`src/rtl/rx_controller_pkg.sv`:
```
// Shared types for the UART receive controller and its datapath.
//   controlPoints_t : enables and clears driven into the clk/sample/bit
//                     counters and the SIPO shift register.
//   rx_state_t      : receive sequencer states.
package rx_controller_pkg;

    typedef struct packed {
        logic clk_en;
        logic clk_clr;
        logic sample_en;
        logic sample_clr;
        logic bit_en;
        logic bit_clr;
        logic data_en;
        logic data_clr;
    } controlPoints_t;

    typedef enum logic [1:0] {
        IDLE  = 2'd0,
        START = 2'd1,
        DATA  = 2'd2,
        STOP  = 2'd3
    } rx_state_t;

    localparam int SYNC_DEPTH = 2;

    // Parked datapath: every enable low, every clear high.
    function automatic controlPoints_t cpts_parked();
        controlPoints_t cp;
        cp            = '0;
        cp.clk_clr    = 1'b1;
        cp.sample_clr = 1'b1;
        cp.bit_clr    = 1'b1;
        cp.data_clr   = 1'b1;
        return cp;
    endfunction

endpackage

```
`src/rtl/rx_controller_if.sv`:
```
// Consumer-side handshake of the receive controller.
//   master : rx_controller (drives data, valid and error flags; takes ready)
//   slave  : byte consumer
interface rx_controller_if #(
    parameter int DATA_WIDTH = 8
) ();
    logic [DATA_WIDTH-1:0] rx_data;
    logic                  rx_valid;
    logic                  rx_ready;
    logic                  framing_err;
    logic                  overrun_err;

    modport master (
        output rx_data, rx_valid, framing_err, overrun_err,
        input  rx_ready
    );

    modport slave (
        input  rx_data, rx_valid, framing_err, overrun_err,
        output rx_ready
    );
endinterface

```
`src/rtl/rx_controller_sync.sv`:
```
// Multi-flop synchroniser for an asynchronous single-bit input.
//   clock, reset_n : system clock, async active-low reset
//   i_d            : asynchronous input
//   o_q            : synchronised output, lags i_d by DEPTH cycles
// Flops reset to RESET_VAL so an idle-high line looks idle out of reset.
module rx_controller_sync #(
    parameter int   DEPTH     = 2,
    parameter logic RESET_VAL = 1'b1
) (
    input  logic clock,
    input  logic reset_n,
    input  logic i_d,
    output logic o_q
);
    logic [DEPTH-1:0] r_chain;

    // Shift chain of synchroniser flops.
    always_ff @(posedge clock or negedge reset_n) begin
        if (!reset_n) begin
            r_chain <= {DEPTH{RESET_VAL}};
        end else begin
            r_chain <= {r_chain[DEPTH-2:0], i_d};
        end
    end

    assign o_q = r_chain[DEPTH-1];
endmodule

```
`src/rtl/rx_controller.sv`:
```
// UART receive sequencer.
//   clock, reset_n        : system clock, async active-low reset
//   rx_in                 : raw serial line (idle high)
//   sample, midbit        : datapath sample tick and mid-bit flag
//   sample_count          : datapath sample counter
//   bit_count, shift_data : datapath bit counter and SIPO contents
//   rx_sync               : synchronised line, feeds the datapath data_in
//   cPts                  : datapath enables/clears
//   busy                  : registered, high whenever the FSM is not IDLE
//   rx_if (master)        : rx_data/rx_valid/rx_ready, framing_err, overrun_err
module rx_controller
    import rx_controller_pkg::*;
#(
    parameter int DATA_WIDTH = 8,
    parameter int OVERSAMPLE = 16,
    localparam int SC_W      = $clog2(OVERSAMPLE),
    localparam int BC_W      = $clog2(DATA_WIDTH)
) (
    input  logic                  clock,
    input  logic                  reset_n,
    input  logic                  rx_in,
    input  logic                  sample,
    input  logic                  midbit,
    input  logic [SC_W-1:0]       sample_count,
    input  logic [BC_W-1:0]       bit_count,
    input  logic [DATA_WIDTH-1:0] shift_data,
    output logic                  rx_sync,
    output controlPoints_t        cPts,
    output logic                  busy,
    rx_controller_if.master       rx_if
);
    localparam logic [SC_W-1:0] SC_LAST = SC_W'(OVERSAMPLE - 1);
    localparam logic [BC_W-1:0] BC_LAST = BC_W'(DATA_WIDTH - 1);

    rx_state_t             r_state;
    rx_state_t             w_next_state;
    controlPoints_t        w_cpts;
    logic                  w_sync;
    logic                  w_half_tick;
    logic                  w_full_tick;
    logic                  w_complete;
    logic                  w_handshake;
    logic [DATA_WIDTH-1:0] r_rx_data;
    logic                  r_rx_valid;
    logic                  r_framing_err;
    logic                  r_overrun_err;
    logic                  r_busy;

    rx_controller_sync #(
        .DEPTH     (SYNC_DEPTH),
        .RESET_VAL (1'b1)
    ) u_sync (
        .clock   (clock),
        .reset_n (reset_n),
        .i_d     (rx_in),
        .o_q     (w_sync)
    );

    assign w_half_tick = sample & midbit;
    assign w_full_tick = sample & (sample_count == SC_LAST);
    assign w_complete  = (r_state == STOP) & w_full_tick;
    assign w_handshake = r_rx_valid & rx_if.rx_ready;

    // State register.
    always_ff @(posedge clock or negedge reset_n) begin
        if (!reset_n) begin
            r_state <= IDLE;
        end else begin
            r_state <= w_next_state;
        end
    end

    // Next-state logic.
    always_comb begin
        w_next_state = r_state;
        case (r_state)
            IDLE: begin
                if (!w_sync) w_next_state = START;
                else         w_next_state = IDLE;
            end
            START: begin
                // A line that is high again at mid-start-bit was only a glitch.
                if (w_half_tick) w_next_state = w_sync ? IDLE : DATA;
                else             w_next_state = START;
            end
            DATA: begin
                if (w_full_tick && (bit_count == BC_LAST)) w_next_state = STOP;
                else                                       w_next_state = DATA;
            end
            STOP: begin
                if (w_full_tick) w_next_state = IDLE;
                else             w_next_state = STOP;
            end
            default: w_next_state = IDLE;
        endcase
    end

    // Datapath control points decoded from state and ticks.
    always_comb begin
        w_cpts = '0;
        case (r_state)
            IDLE: w_cpts = cpts_parked();
            START: begin
                w_cpts.clk_en     = 1'b1;
                w_cpts.sample_en  = sample;
                // Restart the sample count at mid-start-bit so that every
                // later full_tick falls on a bit centre.
                w_cpts.sample_clr = w_half_tick & ~w_sync;
            end
            DATA: begin
                w_cpts.clk_en    = 1'b1;
                w_cpts.sample_en = sample;
                w_cpts.data_en   = w_full_tick;
                w_cpts.bit_en    = w_full_tick;
            end
            STOP: begin
                w_cpts.clk_en    = 1'b1;
                w_cpts.sample_en = sample;
            end
            default: w_cpts = cpts_parked();
        endcase
    end

    // Received byte, handshake and error flags; a completion outranks a
    // same-cycle handshake so a new byte is never dropped.
    always_ff @(posedge clock or negedge reset_n) begin
        if (!reset_n) begin
            r_rx_data     <= '0;
            r_rx_valid    <= 1'b0;
            r_framing_err <= 1'b0;
            r_overrun_err <= 1'b0;
        end else if (w_complete) begin
            r_rx_data     <= shift_data;
            r_rx_valid    <= 1'b1;
            r_framing_err <= ~w_sync;
            r_overrun_err <= r_rx_valid & ~rx_if.rx_ready;
        end else if (w_handshake) begin
            r_rx_valid    <= 1'b0;
            r_framing_err <= 1'b0;
            r_overrun_err <= 1'b0;
        end else begin
            r_rx_valid    <= r_rx_valid;
            r_framing_err <= r_framing_err;
            r_overrun_err <= r_overrun_err;
        end
    end

    // Busy flag, registered from the next state so it tracks the state register.
    always_ff @(posedge clock or negedge reset_n) begin
        if (!reset_n) begin
            r_busy <= 1'b0;
        end else begin
            r_busy <= (w_next_state != IDLE);
        end
    end

    assign rx_sync           = w_sync;
    assign cPts              = w_cpts;
    assign busy              = r_busy;
    assign rx_if.rx_data     = r_rx_data;
    assign rx_if.rx_valid    = r_rx_valid;
    assign rx_if.framing_err = r_framing_err;
    assign rx_if.overrun_err = r_overrun_err;
endmodule

```
`src/flat_wrapper.sv`:
```
// flat-port wrapper written by rule: the top's interface ports become plain ports
module rx_controller_flat import rx_controller_pkg::*;
#(
    parameter int DATA_WIDTH = 8,
    parameter int OVERSAMPLE = 16,
    localparam int SC_W      = $clog2(OVERSAMPLE),
    localparam int BC_W      = $clog2(DATA_WIDTH)
)
  (clock, reset_n, rx_in, sample, midbit, sample_count, bit_count, shift_data, rx_sync, cPts, busy, rx_if_rx_data, rx_if_rx_valid, rx_if_framing_err, rx_if_overrun_err, rx_if_rx_ready);
  rx_controller_if #(.DATA_WIDTH(DATA_WIDTH)) rx_if_i ();
  input  logic clock;
  input  logic reset_n;
  input  logic rx_in;
  input  logic sample;
  input  logic midbit;
  input  logic [SC_W-1:0] sample_count;
  input  logic [BC_W-1:0] bit_count;
  input  logic [DATA_WIDTH-1:0] shift_data;
  output logic rx_sync;
  output controlPoints_t cPts;
  output logic busy;
  output wire logic [$bits(rx_if_i.rx_data)-1:0] rx_if_rx_data;
  output wire logic [$bits(rx_if_i.rx_valid)-1:0] rx_if_rx_valid;
  output wire logic [$bits(rx_if_i.framing_err)-1:0] rx_if_framing_err;
  output wire logic [$bits(rx_if_i.overrun_err)-1:0] rx_if_overrun_err;
  input wire logic [$bits(rx_if_i.rx_ready)-1:0] rx_if_rx_ready;
  assign rx_if_rx_data = rx_if_i.rx_data;
  assign rx_if_rx_valid = rx_if_i.rx_valid;
  assign rx_if_framing_err = rx_if_i.framing_err;
  assign rx_if_overrun_err = rx_if_i.overrun_err;
  assign rx_if_i.rx_ready = rx_if_rx_ready;
  rx_controller #(.DATA_WIDTH(DATA_WIDTH), .OVERSAMPLE(OVERSAMPLE)) u_core (.clock(clock), .reset_n(reset_n), .rx_in(rx_in), .sample(sample), .midbit(midbit), .sample_count(sample_count), .bit_count(bit_count), .shift_data(shift_data), .rx_sync(rx_sync), .cPts(cPts), .busy(busy), .rx_if(rx_if_i));
endmodule
```
`config.mk`:
```
export PLATFORM = sky130hd
export DESIGN_NAME = rx_controller_flat
export DESIGN_NICKNAME = d
export VERILOG_FILES = /design/src/rtl/rx_controller_pkg.sv /design/src/rtl/rx_controller_if.sv /design/src/rtl/rx_controller_sync.sv /design/src/rtl/rx_controller.sv /design/src/flat_wrapper.sv
export SDC_FILE = /design/constraint.sdc
export NUM_CORES = 1
export LEC_CHECK = 0
export ABC_AREA = 1
export CORE_MARGIN = 2
export CORE_UTILIZATION = 24
export DETAILED_ROUTE_END_ITERATION = 12
export GPL_ROUTABILITY_DRIVEN = 0
export PLACE_DENSITY_LB_ADDON = 0.15
export SLEW_MARGIN = 0
export SYNTH_ARGS = -nofsm -noshare
export SYNTH_HDL_FRONTEND = slang
export SYNTH_SLANG_ARGS = --single-unit
```
`constraint.sdc`:
```
create_clock -name clock -period 1.1 [get_ports clock]
set_input_delay 0.22 -clock clock [delete_from_list [all_inputs] [get_ports clock]]
set_output_delay 0.22 -clock clock [all_outputs]
set_load 0.03 [all_outputs]
```
# After elaboration in Yosys (flattened, before gate mapping)
# Index checks and enable logic that the tools add are counted.
[word_totals] output_inout_bits=21 word_cells=40 input_bits=21 reg_bits=16
[classes] bitwise=8 mux=15 n_reduce_logical=5 eq_ne=5
[op_table] op="two-way mux 1 bit" count=8
[op_table] op="case mux 2 bit (4 select lines)" count=1
[op_table] op="AND 1 bit" count=6
[op_table] op="two-way mux 2 bit" count=3
[op_table] op="case mux 1 bit (2 select lines)" count=3
[op_table] op="equality test 2 bit, second input constant" count=2
[op_table] op="equality test 4 bit, second input constant" count=1
[op_table] op="nonzero test 2 bit" count=2
[op_table] op="equality test 3 bit, second input constant" count=1
[op_table] op="OR reduction 3 bit" count=1
[op_table] op="equality test 2 x 1 -> 1 bit, second input constant" count=1
[op_table] op="logical NOT 2 bit" count=1
[op_table] op="inverter 1 bit" count=2
[op_table] op="logical AND 1 bit" count=1

# Depth between registers and ports, before layout
# Gate-level depths: netlist (run 1).
[depth] word_depth=6 mapped_depth=6 mapped_depth_nobuf=6

# Modules after synthesis
# Synthesis (run 1) repeated with hierarchy kept, for this count alone.
[hier_totals] cells_unflattened=87 hier_area_um2=716.9
[by_module_without_submodules] module="rx_controller" cells_each=85 area_per_inst_um2=664.4 seq_area_each_um2=350.3 instances=1
[by_module_without_submodules] module="rx_controller_sync" cells_each=2 area_per_inst_um2=52.6 seq_area_each_um2=52.6 instances=1

# Worst setup path after synthesis (run 1)
# No wires, ideal clock.
[synth_timing] path_type="flip-flop to flip-flop" startpoint="register u_core.r_state[1]" endpoint="register u_core.r_busy, in the netlist u_core.busy" required_ns=0.972 stages_incl_launch_ff=5 setup_time_ns=0.128 t_arrival_ns=1.550 path_buffers=0 setup_slack_ns=-0.578 period_less_slack_ns=1.678 cell_sequence="dfrtp_1 -> nor2_1 -> inv_1 -> nand2_1 -> nand3_1"
[synth_between] elab_chain_len=3 word_cells_on_any_way=6 classes_between="eq/ne: 3; mux: 1; reduce/logical: 2"
[synth_rtl] item="from (decl)" line="rx_controller.sv:35" rtl="rx_state_t r_state;"
[synth_rtl] item="from (signal assigned)" line="rx_controller.sv:69" rtl="r_state <= w_next_state;"
[synth_rtl] item="equality test 2 bit (tied with other cells)" line="rx_controller.sv:76" rtl="case (r_state)"
[synth_rtl] item="case mux 2 bit (4 select lines) (*)" line="rx_controller.sv:76"
[synth_rtl] item="nonzero test 2 bit (*)" line="rx_controller.sv:153" rtl="r_busy <= (w_next_state != IDLE);"
[synth_rtl] item="to (signal assigned)" line="rx_controller.sv:153"
[synth_rtl] item="to (decl)" line="rx_controller.sv:47" rtl="logic r_busy;"
# Mark *: on every way between the ends. The rest lies on a longest branch, timed or not.
# A chain may end at the register's enable or synchronous reset.

==> results of run 1 <==
stage by stage:
stage	hold WS [ps]	utilization (%)	area, um2
after floorplan	-75.59	-	765.7
after global placement	346.0	40.58	1219
after detailed placement	347.5	40.58	1219
after CTS	247.4	46.79	1405
after global routing	249.9	49.21	1478
final	258.3	49.21	1478
path summary, 6_finish.rpt:
check,startpoint,to,slack [ps],cells past startpoint
max,u_core.u_sync.r_chain[1],cPts[4],-350,4
min,reset_n,u_core.rx_if.rx_data[6],260,2
max reg2reg,u_core.r_state[0],u_core.busy,-260,9
min reg2reg,u_core.u_sync.r_chain[0],u_core.u_sync.r_chain[1],360,0
max in group asynchronous,reset_n,u_core.u_sync.r_chain[1],640,2
min in group clock,rx_in,u_core.u_sync.r_chain[0],340,1
sequential cells by signal (all words and copies together), names as in the netlist:
register                  flops
u_core.rx_if.rx_data          8
u_core.r_state                2
u_core.rx_if.rx_valid         1
u_core.rx_if.framing_err      1
u_core.busy                   1
u_core.rx_if.overrun_err      1
u_core.u_sync.r_chain         2
cell families (layout without fill, tap and decap cells):
| family | count (synthesis) | in the layout | synth area share [%] |
|---|---|---|---|
| AOI/OAI and AO/OA | 6 | 6 | 7.719 |
| buffers and inverters | 17 | 81 | 11.24 |
| DFF | 16 | 16 | 54.03 |
| and+or+nand+nor | 48 | 48 | 27.01 |
power groups by stage:
stage                     clock (mW)  sequential (mW)  combinational [mW]
after global placement             0            0.920                1.69
after detailed placement           0            0.924                1.70
after CTS                      0.401            0.913                1.99
after floorplan                    0             1.24               0.719
final                          0.380            0.929                2.15
after global routing           0.430            0.949                2.31
layer usage:
metal  vias to the layer above  track usage (%)  part of all wire [%]
li1                        385                -                     -
met1                       337            14.21                    41
met2                        26            20.50                    51
met3                         2            2.814                   7.1
met4                         0            5.714                  0.87
met5                         -                0                     0
area by class of cell:
cell class | instances | area (um2) | share of cell area (%)
sequential | 16 | 402.9 | 27.26
clock buffer | 4 | 36.28 | 2.456
inverter | 13 | 53.80 | 3.641
timing repair inverter | 1 | 8.758 | 0.5927
timing repair buffer | 63 | 629.4 | 42.59
tap | 33 | 41.29 | 2.794
multi-input combinational | 54 | 305.3 | 20.66
cell usage in the layout, fill, tap and decap left out, drive strengths merged:
cell	count
a21boi	1
buf	43
clkinv	2
nand3	5
dfrtp	14
clkbuf	4
inv	12
clkdlybuf4s50	19
dfstp	2
o21bai	1
dlygate4sd2	1
o21ai	4
nor2	8
nand2	35
worst max-delay path, stage by stage, from the launching register on:
cell and delay, ps:
dfstp_2 570, nor2_4 50, a21boi_4 150, nor2_2 50, buf_6 130
what timing repair did:
action | CTS | global route
endpoints found under the setup margin | 22 | 33
resized for setup | 27 | 15
buffers inserted | 8 | 5
pin swaps | 5 | 2
gates cloned | 1 | 0
==> flow_metrics.py, run 1 <==
metrics = {
    "routing": {
        "avgViaCountPerCell": 4.076,
        "wl_mm": 1.962,
        "ant_nets": 0,
        "drc": 0,
        "vias": 750,
        "firstDrtPassIters": 3,
        "drt_iter0_drc": 10,
        "drt-wirelength-per-cell_um": 10.66,
    },
    "power_and_ir_drop": {
        "p_seq_share_pct": 26.8,
        "p_switching_mw": 1.425,
        "cellPowerDensity_nw_per_um2": 2343,
        "pwr-share-clk_pct": 11.0,
        "intPower_mw": 2.037,
        "combPwrFrac_pct": 62.2,
        "fin_total_pwr_mw": 3.463,
        "ir_drop_mv": 0.9118,
        "switching_share_pct": 41.16,
        "p_leak_nw": 0.7720,
    },
    "finish": {
        "drive_gt1_share_pct": 46.36,
        "n_antenna_cell": 0,
        "area_growth_syn_to_layout_pct": 98.15,
        "fill_cells": 294,
        "instances_no_fill": 184,
        "finalNetCount": 173,
    },
    "grt": {
        "grt_pass1_vias": 750,
        "antenna_found_initial": 0,
        "grt_first_pass_wirelength_mm": 3.180,
        "track_usage_pct": 12.06,
        "grt.overflow.total": 0,
        "grt_max_degree": 17,
    },
    "cts": {
        "max-clock-path-buffers": 2,
        "clk_pin_slew_worst_paths_ps": 90,
        "tritoncts": "done",
        "cts_root_buf": "clkbuf_4",
        "clk_latency_ps": 280,
        "htreeDepth": 1,
        "clock-sinks": 16,
        "cts_buffers": 3,
        "ctsHoldBuffers": 0,
    },
    "sta": {
        "setup_viol_count_final": 23,
        "clock.fmax_mhz": 690.9,
        "slew_headroom_pct": 89.45,
        "fin_ws_ps": -347.4,
        "tightest_slew_ps": 158.2,
        "rsz0062_at_grt": "yes",
        "setup-tns-final_ps": -4925,
        "min_period_ps": 1447,
        "report.final.slew_viol_count": 0,
        "fin_skew_ps": 1.561,
        "min_period_over_period_pct": 131.6,
        "timing_hold_violations_final": 0,
    },
    "yosys": {
        "synth_most_common_cell": "nand2_1",
        "synth-seq-area-share_pct": 54.03,
        "async_flop_share_pct": 100.0,
        "synthTopCellsByArea": "dfrtp_1 (47%), nand2_1 (17%), dfstp_2 (7.0%)",
        "synth.cell_area_um2": 745.7,
        "syn-num-nets": 108,
        "synth_seq_cells": 16,
        "ys_types": 17,
        "synthFlopType": "dfrtp_1",
        "synth_cells": 87,
        "yosys_warnings": 0,
        "avgSynthCellArea_um2": 8.571,
        "synth_top_area_cell": "dfrtp_1",
        "synth_top_area_share_pct": 46.98,
        "synth_edf_count": 0,
        "synthTopCellsByCount": "nand2_1 (34), dfrtp_1 (14), inv_1 (12)",
    },
    "floorplan": {
        "start_util_pct": 24.83,
        "die-area_um2": 3569,
        "coreArea_um2": 3003,
        "die_w_um": 59.74,
        "core.rowCount": 20,
        "ios": 42,
        "die_h_um": 59.74,
    },
    "hold_path": {
        "worstHoldPathType": "input port to asynchronous set/reset pin",
    },
    "critical_path": {
        "worstSetupPathType": "flop to output port",
        "worstPathArrival_ps": 1230,
        "critPathCaptureType": "output port",
        "cp_data_required_time_ps": 880,
        "cp_max_fo": 2,
        "start_kind": "flop",
    },
    "job": {
        "cap_viol_max_count": 0,
    },
    "placement": {
        "pre_cts_slack_ps": -387.7,
        "io_buffers": 41,
        "placed_cells_incl_taps": 166,
        "dp_hpwl_mm": 1.347,
    },
    "run_status": {
        "violations": "setup timing",
        "status": "finished, violations left",
    },
}
No activity file was read; power rests on OpenSTA's default activity.
==> inputs of run 2 (changes only) <==
--- a/config.mk
+++ b/config.mk
@@ -6,7 +6,6 @@
 export NUM_CORES = 1
 export LEC_CHECK = 0
 export ABC_AREA = 1
-export CORE_MARGIN = 2
 export CORE_UTILIZATION = 24
 export DETAILED_ROUTE_END_ITERATION = 12
 export GPL_ROUTABILITY_DRIVEN = 0
==> run 2 against run 1 <==
The run ends with DRC, setup timing left. Worst hold slack worse by 2.1 ps. Register-to-register slack better by 100 ps. Clock power hardly changed. Critical path depth is 1 higher. Count of clock-buffer cells in the layout stayed put. Sequential power hardly changed. Wire length is 5.4% higher. Clock skew hardly changed. Fmax is 1.1% lower. Sequential cell count stayed put. Combinational power is 12% higher. Critical path type unchanged. Critical endpoint is now cPts[5].
==> flow_metrics.py, run 2 (synthesis gave the netlist of run 1 again) <==
metrics = {
    "hold_path": {
        "worstHoldPathType": "input port to asynchronous set/reset pin",
    },
    "routing": {
        "drt_iter0_drc": 12,
        "met2_length_mm": 1.091,
        "drt-met1-wl_um": 820,
        "drt-wirelength-per-cell_um": 11.30,
        "drc": 3,
        "vias": 787,
        "top_layer": "met4",
        "firstDrtPassIters": 8,
        "avgViaCountPerCell": 4.301,
        "ant_nets": 0,
        "wl_mm": 2.068,
        "met3WireLength_um": 146,
    },
    "critical_path": {
        "worstSetupPathType": "flop to output port",
        "r2r_setup_slack_ps": -160,
        "cp_max_fo": 5,
        "worstPathArrival_ps": 1240,
        "start_kind": "flop",
        "cp_data_required_time_ps": 880,
        "critPathCaptureType": "output port",
    },
    "cts": {
        "tritoncts": "done",
        "cts_root_buf": "clkbuf_4",
        "clock-sinks": 16,
        "max-clock-path-buffers": 2,
        "clk_pin_slew_worst_paths_ps": 90,
        "htreeDepth": 1,
        "cts_buffers": 3,
        "ctsHoldBuffers": 0,
        "clk_latency_ps": 280,
    },
    "sta": {
        "report.final.slew_viol_count": 0,
        "fin_skew_ps": 1.373,
        "rsz0062_at_grt": "yes",
        "setup_viol_count_final": 23,
        "clock.fmax_mhz": 683.1,
        "min_period_ps": 1464,
        "fin_ws_ps": -364.0,
        "timing_hold_violations_final": 0,
        "setup-tns-final_ps": -4483,
        "slew_headroom_pct": 86.04,
        "min_period_over_period_pct": 133.1,
        "tightest_slew_ps": 208.7,
    },
    "power_and_ir_drop": {
        "p_leak_nw": 0.8038,
        "ir_drop_mv": 1.120,
        "cellPowerDensity_nw_per_um2": 2381,
    },
    "finish": {
        "multi_input_area_um2": 362.8,
        "n_antenna_cell": 0,
        "final_cell_area_um2": 1560,
        "area_growth_syn_to_layout_pct": 109.2,
        "final_cell_mix": "buf_6 (26), nand2_1 (21), clkdlybuf4s50_1 (17)",
        "drive_gt1_share_pct": 55.26,
        "fill_cells": 265,
        "final_common_cell": "buf_6",
        "finalNetCount": 174,
        "seq_area_um2": 402.9,
        "largest_reg_flops": 8,
        "instances_no_fill": 183,
    },
    "floorplan": {
        "core.rowCount": 19,
        "die_h_um": 57.74,
        "start_util_pct": 26.14,
        "coreArea_um2": 2853,
        "die_w_um": 57.74,
        "die-area_um2": 3334,
        "ios": 42,
    },
    "placement": {
        "dpl_cell_area_um2": 1209,
        "dp_hpwl_mm": 1.365,
        "io_buffers": 41,
        "placed_cells_incl_taps": 163,
    },
    "grt": {
        "grt.overflow.total": 0,
        "grt_first_pass_wirelength_mm": 3.194,
        "grt_pass1_vias": 772,
        "track_usage_pct": 12.60,
        "antenna_found_initial": 0,
        "grt_max_degree": 17,
    },
    "run_status": {
        "violations": "DRC, setup timing",
        "status": "finished, violations left",
    },
    "job": {
        "cap_viol_max_count": 0,
    },
}
## run 2: what timing repair did
item / CTS / global route
setup endpoints to repair: 23 / 35
gates cloned: 1 / 0
pin swaps: 7 / 6
resized for setup: 38 / 27
buffers inserted: 4 / 11
hold endpoints to repair: 0 / 0
## run 2: worst paths after layout
path	from	end	depth (start not counted)
max in group asynchronous	reset_n	u_core.u_sync.r_chain[0]	2
hold / removal	reset_n	u_core.rx_if.rx_data[5]	2
min in group clock	rx_in	u_core.u_sync.r_chain[0]	1
setup / recovery	u_core.r_state[1]	cPts[5]	5
hold reg to reg	u_core.u_sync.r_chain[0]	u_core.u_sync.r_chain[1]	0
setup reg to reg	u_core.r_state[1]	u_core.busy	7
## run 2: cell type report
cell class | instances | share of cell area, %
clock buffer | 4 | 2.326
multi-input combinational | 54 | 23.26
sequential | 16 | 25.82
inverter | 13 | 3.448
timing repair buffer | 64 | 42.10
timing repair inverter | 1 | 0.5613
tap | 31 | 2.486
## run 2: layer usage
| layer | vias to the layer above | global-route usage, % |
|---|---|---|
| met3 | 2 | 2.902 |
| li1 | 386 | - |
| met4 | 0 | 6.122 |
| met2 | 29 | 22.26 |
| met5 | - | 0 |
| met1 | 370 | 14.33 |
## run 2: metrics by stage
| stage | util, % | hold slack [ps] | total power [mW] | worst slack, ps |
|---|---|---|---|---|
| 6_report | 54.69 | 256.2 | 3.714 | -364.0 |
| 5_1_grt | 54.69 | 238.3 | 3.941 | -444.7 |
| 4_1_cts | 48.95 | 241.0 | 3.333 | -412.7 |
| 3_5_place_dp | 42.37 | 347.3 | 2.629 | -396.2 |
| 3_3_place_gp | 42.37 | 345.4 | 2.610 | -366.5 |
| 2_1_floorplan | - | -75.59 | 1.959 | -78.81 |
## run 2: power breakdown
group | switching, mW | total [mW] | internal, mW
clock network | 0.177 | 0.378 | 0.201
registers | 0.144 | 0.931 | 0.788
logic | 1.21 | 2.40 | 1.19
## run 2: critical path: stages (launching register included)
cell	delay, ps
dfrtp_1	410
buf_4	150
nor2_4	120
buf_6	130
nor2_2	40
buf_6	120
==> inputs of run 3 (changes only) <==
--- a/config.mk
+++ b/config.mk
@@ -6,6 +6,7 @@
 export NUM_CORES = 1
 export LEC_CHECK = 0
 export ABC_AREA = 1
+export CAP_MARGIN = 20
 export CORE_UTILIZATION = 24
 export DETAILED_ROUTE_END_ITERATION = 12
 export GPL_ROUTABILITY_DRIVEN = 0
==> results of run 3 <==
No change in the layout: final DEF, timing and power equal those of run 2.
